===== src/rtl/online_mult_sequencer.sv =====
// online_mult_sequencer: digit-serial scheduler for the MSD-first online multiplier.
// It moves one N-digit product through four phases. INIT clears the carries. LOAD is
// the online-delay warm-up. RUN takes operand digits and emits result digits. DRAIN
// emits results while zero digits are fed in. Stall and cancel are supported.
module online_mult_sequencer #(
    parameter int N     = 16,
    parameter int DELTA = 3,
    parameter int IW    = $clog2(N + DELTA),
    parameter int OW    = $clog2(N)
) (
    input  logic          clk,
    input  logic          reset_n,
    input  logic          start,
    input  logic          hold,
    input  logic          abort,
    output logic          ready,
    output logic          busy,
    output logic          add_enable,
    output logic          dp_en,
    output logic          in_take,
    output logic          in_zero,
    output logic [IW-1:0] digit_idx,
    output logic          out_valid,
    output logic [OW-1:0] out_idx,
    output logic          out_last,
    output logic          done
);
    typedef enum logic [2:0] {
        S_IDLE,
        S_INIT,
        S_LOAD,
        S_RUN,
        S_DRAIN,
        S_DONE
    } state_t;

    localparam logic [IW-1:0] LOAD_END = IW'(DELTA - 1);
    localparam logic [IW-1:0] RUN_END  = IW'(N - 1);
    localparam logic [IW-1:0] DIG_MAX  = IW'(N + DELTA - 1);
    localparam logic [OW-1:0] OUT_MAX  = OW'(N - 1);

    state_t        state;
    state_t        state_nxt;
    logic [IW-1:0] dig_q;
    logic [IW-1:0] dig_nxt;
    logic [OW-1:0] oidx_q;
    logic [OW-1:0] oidx_nxt;
    logic          ready_q;
    logic          busy_q;
    logic          add_en_q;
    logic          dp_en_q;
    logic          take_q;
    logic          zero_q;
    logic          valid_q;
    logic          last_q;
    logic          done_q;
    logic          stall;

    // Counters saturate instead of wrapping so a stray extra step can never alias index 0.
    function automatic logic [IW-1:0] dig_inc(input logic [IW-1:0] v);
        return (v == DIG_MAX) ? v : v + IW'(1);
    endfunction

    function automatic logic [OW-1:0] oidx_inc(input logic [OW-1:0] v);
        return (v == OUT_MAX) ? v : v + OW'(1);
    endfunction

    // add_en_q is high exactly in LOAD/RUN/DRAIN, the only states where hold is honoured.
    assign stall = hold & add_en_q;

    // Next-state and counter-advance decode: abort beats hold, and hold beats advance.
    always_comb begin
        state_nxt = state;
        dig_nxt   = dig_q;
        oidx_nxt  = oidx_q;
        if (abort) begin
            state_nxt = S_IDLE;
            dig_nxt   = '0;
            oidx_nxt  = '0;
        end else if (!stall) begin
            case (state)
                S_IDLE: begin
                    if (start) state_nxt = S_INIT;
                end
                S_INIT: begin
                    dig_nxt   = '0;
                    oidx_nxt  = '0;
                    state_nxt = S_LOAD;
                end
                S_LOAD: begin
                    dig_nxt = dig_inc(dig_q);
                    if (dig_q == LOAD_END) state_nxt = S_RUN;
                end
                S_RUN: begin
                    dig_nxt  = dig_inc(dig_q);
                    oidx_nxt = oidx_inc(oidx_q);
                    if (dig_q == RUN_END) state_nxt = S_DRAIN;
                end
                S_DRAIN: begin
                    dig_nxt = dig_inc(dig_q);
                    if (oidx_q == OUT_MAX) state_nxt = S_DONE;
                    else                   oidx_nxt  = oidx_inc(oidx_q);
                end
                S_DONE: begin
                    dig_nxt   = '0;
                    oidx_nxt  = '0;
                    state_nxt = S_IDLE;
                end
                default: begin
                    dig_nxt   = '0;
                    oidx_nxt  = '0;
                    state_nxt = S_IDLE;
                end
            endcase
        end
    end

    // State, counters and phase flags, all registered from the next state so outputs are Moore.
    always_ff @(posedge clk) begin
        if (!reset_n) begin
            state    <= S_IDLE;
            dig_q    <= '0;
            oidx_q   <= '0;
            ready_q  <= 1'b1;
            busy_q   <= 1'b0;
            add_en_q <= 1'b0;
            dp_en_q  <= 1'b0;
            take_q   <= 1'b0;
            zero_q   <= 1'b0;
            valid_q  <= 1'b0;
            last_q   <= 1'b0;
            done_q   <= 1'b0;
        end else begin
            state    <= state_nxt;
            dig_q    <= dig_nxt;
            oidx_q   <= oidx_nxt;
            ready_q  <= (state_nxt == S_IDLE);
            busy_q   <= (state_nxt != S_IDLE);
            add_en_q <= (state_nxt == S_LOAD) || (state_nxt == S_RUN) || (state_nxt == S_DRAIN);
            dp_en_q  <= (state_nxt == S_INIT) || (state_nxt == S_LOAD) ||
                        (state_nxt == S_RUN)  || (state_nxt == S_DRAIN);
            take_q   <= (state_nxt == S_LOAD) || (state_nxt == S_RUN);
            zero_q   <= (state_nxt == S_DRAIN);
            valid_q  <= (state_nxt == S_RUN) || (state_nxt == S_DRAIN);
            last_q   <= (state_nxt == S_DRAIN) && (oidx_nxt == OUT_MAX);
            done_q   <= (state_nxt == S_DONE);
        end
    end

    // During a stall the datapath freezes, but add_enable stays high so the carries survive.
    assign ready      = ready_q;
    assign busy       = busy_q;
    assign add_enable = add_en_q;
    assign dp_en      = dp_en_q & ~stall;
    assign in_take    = take_q  & ~stall;
    assign in_zero    = zero_q  & ~stall;
    assign out_valid  = valid_q & ~stall;
    assign out_last   = last_q  & ~stall;
    assign done       = done_q;
    assign digit_idx  = dig_q;
    assign out_idx    = oidx_q;

endmodule


===== config.mk =====
export PLATFORM = sky130hd
export DESIGN_NAME = online_mult_sequencer
export DESIGN_NICKNAME = d
export VERILOG_FILES = /design/src/rtl/online_mult_sequencer.sv
export SDC_FILE = /design/constraint.sdc
export NUM_CORES = 1
export LEC_CHECK = 0
export CAP_MARGIN = 20
export CORE_MARGIN = 2
export CORE_UTILIZATION = 55
export CTS_BUF_LIST = sky130_fd_sc_hd__clkbuf_8
export DETAILED_ROUTE_END_ITERATION = 16
export DONT_BUFFER_PORTS = 1
export GPL_ROUTABILITY_DRIVEN = 0
export PLACE_DENSITY = 0.78
export RECOVER_POWER = 100
export SLEW_MARGIN = 20
export SYNTH_ARGS = -nofsm -noshare
export SYNTH_HDL_FRONTEND = slang
export SYNTH_SLANG_ARGS = --single-unit
export TNS_END_PERCENT = 100

===== constraint.sdc =====
create_clock -name clk -period 2.8 [get_ports clk]
set_input_delay 0 -clock clk [delete_from_list [all_inputs] [get_ports clk]]
set_output_delay 0 -clock clk [all_outputs]
set_load 0.01 [all_outputs]

==> out/summary.log <==
qor: critical_path.reg2reg_from state[2]
qor: global_routing.grt.overflow.total 0
qor: critical_path.worstReg2RegEnd last_q
qor: sta.fmaxAchievable 441 MHz
qor: clock_network.cts_root_buf clkbuf_8
qor: sta.hold_violations 0
qor: clock_network.cts_made_buffers 3
qor: floorplan.chipHeight 49.6 um
qor: synthesis.synth_edf_count 0
qor: sta.fin_tns_setup 0 ps
qor: place.placement.io_buffers 0
qor: floorplan.die_area 2460 um2
qor: worst_hold_path.hold_path_end state[0]
qor: clock_network.cts.clk_slew.worst_paths 70 ps
qor: route.wl 2150 um
qor: synthesis.syn_area_per_cell 9.21 um2
qor: pwr.p_total 542 uW
qor: synthesis.seq_area_frac_synth 36.8%
qor: route.vias_after_detailed_routing 896
qor: synthesis.synth_fp_nets 133
qor: critical_path.cp.arrival 2440 ps
qor: critical_path.element_type_at_the_critical_path_start flip-flop
qor: global_routing.grt_start_max_net_pins 13
qor: route.drt_iter0_markers 20
qor: critical_path.crit_path_cell_trace nor3b_1 > o21ai_0 > o31ai_2 > nand3_1 > nor4_1
qor: synthesis.ys.flop_type dfxtp_1
qor: finish.layout.cells.most_common_list dfxtp_1 (21), nor2_1 (17), nand2_1 (11)
qor: sta.final-setup-viol-count 0
qor: synthesis.syn_area 1140 um2
qor: global_routing.antenna_found_initial 0
qor: finish.nNetsFinal 136
qor: synthesis.postSynthRegisterBits 21
qor: clock_network.tritoncts_clock_tree yes
qor: clock_network.cts_sinks 21
qor: global_routing.number_of_global_route_vias_before_repair 863
qor: critical_path.worst-setup-path-type reg2reg
qor: route.viasPerCell 5.86
qor: pwr.peakVddDrop 0.422 mV
qor: sta.max_slew_margin 41.2%
qor: sta.rsz0062_at_grt no
qor: worst_hold_path.hold_path_startpoint abort
qor: finish.drive_gt1_share 9.52%
qor: worst_hold_path.hold-path-cell-count 2
qor: critical_path.crit_slowest_cell dfxtp_1
qor: run.max-cap-violations 0
qor: sta.finalCritPeriodShare 81.0%
qor: finish.antenna-diode-count 0
qor: sta.slew_violations 0
qor: finish.relative_area_change_from_synthesis_to_final_layout 0.766%
qor: run_status.result_of_the_run complete, no violations
qor: pwr.leakage 0.447 nW
qor: clock_network.cts_hold_repair.buffers 2
qor: critical_path.worst-endpoint-required 2970 ps
qor: critical_path.critical_path.max_stage_delay 580 ps
qor: sta.fin_worst_skew 1.22 ps
qor: route.drcViolationCount 0
qor: floorplan.die-width 49.6 um
qor: route.first_pass_iteration_count_of_the_detailed_router 4
qor: floorplan.io-pin-count 23
qor: global_routing.wire_length_of_the_first_global_routing_pass 3750 um
qor: floorplan.floorplan.rows 16
qor: synthesis.synth-async-reset-ratio 0%
qor: clock_network.post_cts_resize_count 0
qor: sta.period_needed 2270 ps
qor: clock_network.cts_buffer_depth 2
qor: synthesis.ys_warn_count 0
qor: critical_path.timing.critical_path.to_type flip-flop
qor: clock_network.cts_setup_buffers 0
qor: worst_hold_path.timing.hold.worst.class in2reg
qor: critical_path.r2r_slack 530 ps
qor: pwr.power-per-cell-area 470 nW/um2
qor: clock_network.cts_max_level 1
qor: synthesis.synth.distinct_cells 42
qor: place.hpwl 1580 um
qor: route.routedWlPerCell 14.0 um
qor: critical_path.worstPathMaxFanout 11
qor: critical_path.rr_worst_depth 5
qor: sta.worst_hold_slack 27.7 ps
qor: floorplan.initial_core_util 58.2%
qor: sta.max_slew.worst_pin.slew 876 ps
qor: global_routing.grt_usage 20.0%
qor: finish.most_common_cell_after_layout_fill_and_taps_aside dfxtp_1
qor: floorplan.placeable_core_region 1960 um2
qor: synthesis.syn-instance-count 124
qor: clock_network.clkLatencyLatePin 260 ps
qor: route.detail-route-antenna-nets 0
==> power by group <==
part / leakage (nW) / internal [mW] / switching, mW / total (mW)
clock network: 0.0255 / 0.0992 / 0.0980 / 0.197
logic: 0.252 / 0.0143 / 0.0200 / 0.0343
registers: 0.170 / 0.303 / 0.00661 / 0.310
total: 0.447 / 0.417 / 0.125 / 0.542
==> cell usage after synthesis, types with 2 or more instances <==
cell type	n	share of area [%]
a21oi_1	2	0.88
inv_1	10	3.3
o22ai_1	2	1.1
and3_1	4	2.2
a211o_1	2	1.5
buf_6	3	3.0
nor2_1	17	5.6
ha_1	4	4.4
o21a_1	2	1.3
nor3_1	2	0.88
mux2i_1	2	1.8
and2_1	6	3.3
o21ai_0	5	2.2
dfxtp_1	21	37
o31ai_1	2	1.3
nand3_1	2	0.88
xor2_1	2	1.5
nand2_1	11	3.6
o2bb2ai_1	2	1.5
==> area by class of cell <==
type,count,area (um2)
clock buffer,3,41.3
clock inverter,1,5.00
fill,202,811
inverter,10,37.5
multi-input combinational,89,593
sequential,21,420
tap,27,33.8
timing repair buffer,2,20.0
==> kinds of logic (layout without fill, tap and decap cells) <==
family | Yosys count | after routing | synth area share, %
flops | 21 | 21 | 36.8
buf+inv | 14 | 16 | 6.68
simple gates | 52 | 52 | 26.8
fa+ha+maj | 4 | 4 | 4.38
mux | 2 | 2 | 1.75
xor+xnor | 3 | 3 | 2.30
compound gates | 28 | 28 | 21.2
==> through the flow <==
step | setup WS (ps) | std cells | utilization (%) | area [um2]
final | 532 | 153 | 58.7 | 1150
after global placement | 856 | 147 | 58.0 | 1140
after detailed placement | 769 | 147 | 58.0 | 1140
after floorplan | 964 | 124 | - | 1140
after global routing | 290 | 153 | 58.7 | 1150
after CTS | 729 | 153 | 61.4 | 1200
==> how the worst max path moves through the flow <==
stage / startpoint / to / slack, ps / cells after the start
after floorplan: digit_idx[0] / last_q / 960 / 8
after global placement: digit_idx[0] / last_q / 860 / 8
after detailed placement: digit_idx[0] / last_q / 770 / 8
final: state[2] / last_q / 530 / 5
after CTS: digit_idx[0] / last_q / 730 / 8
after global routing: state[2] / last_q / 290 / 5
==> flip-flops by register name, indices dropped and copies added (netlist names) <==
name,flops
done,1
busy,1
add_enable,1
ready,1
last_q,1
state,3
zero_q,1
out_idx,4
take_q,1
dp_en_q,1
digit_idx,5
valid_q,1
==> critical path, delay by kind of cell, from the launching register on <==
| family | cells | cell delay (ps) |
|---|---|---|
| simple gates | 3 | 960 |
| flops | 1 | 580 |
| compound gates | 2 | 630 |
==> routing by layer <==
metal | up-vias | part of all wire, % | track usage [%]
li1 | 439 | - | -
met1 | 423 | 43 | 21.4
met2 | 30 | 49 | 34.7
met3 | 4 | 6.6 | 7.88
met4 | 0 | 1.5 | 8.80
met5 | - | 0 | 0
No activity file was read; power rests on OpenSTA's default activity.
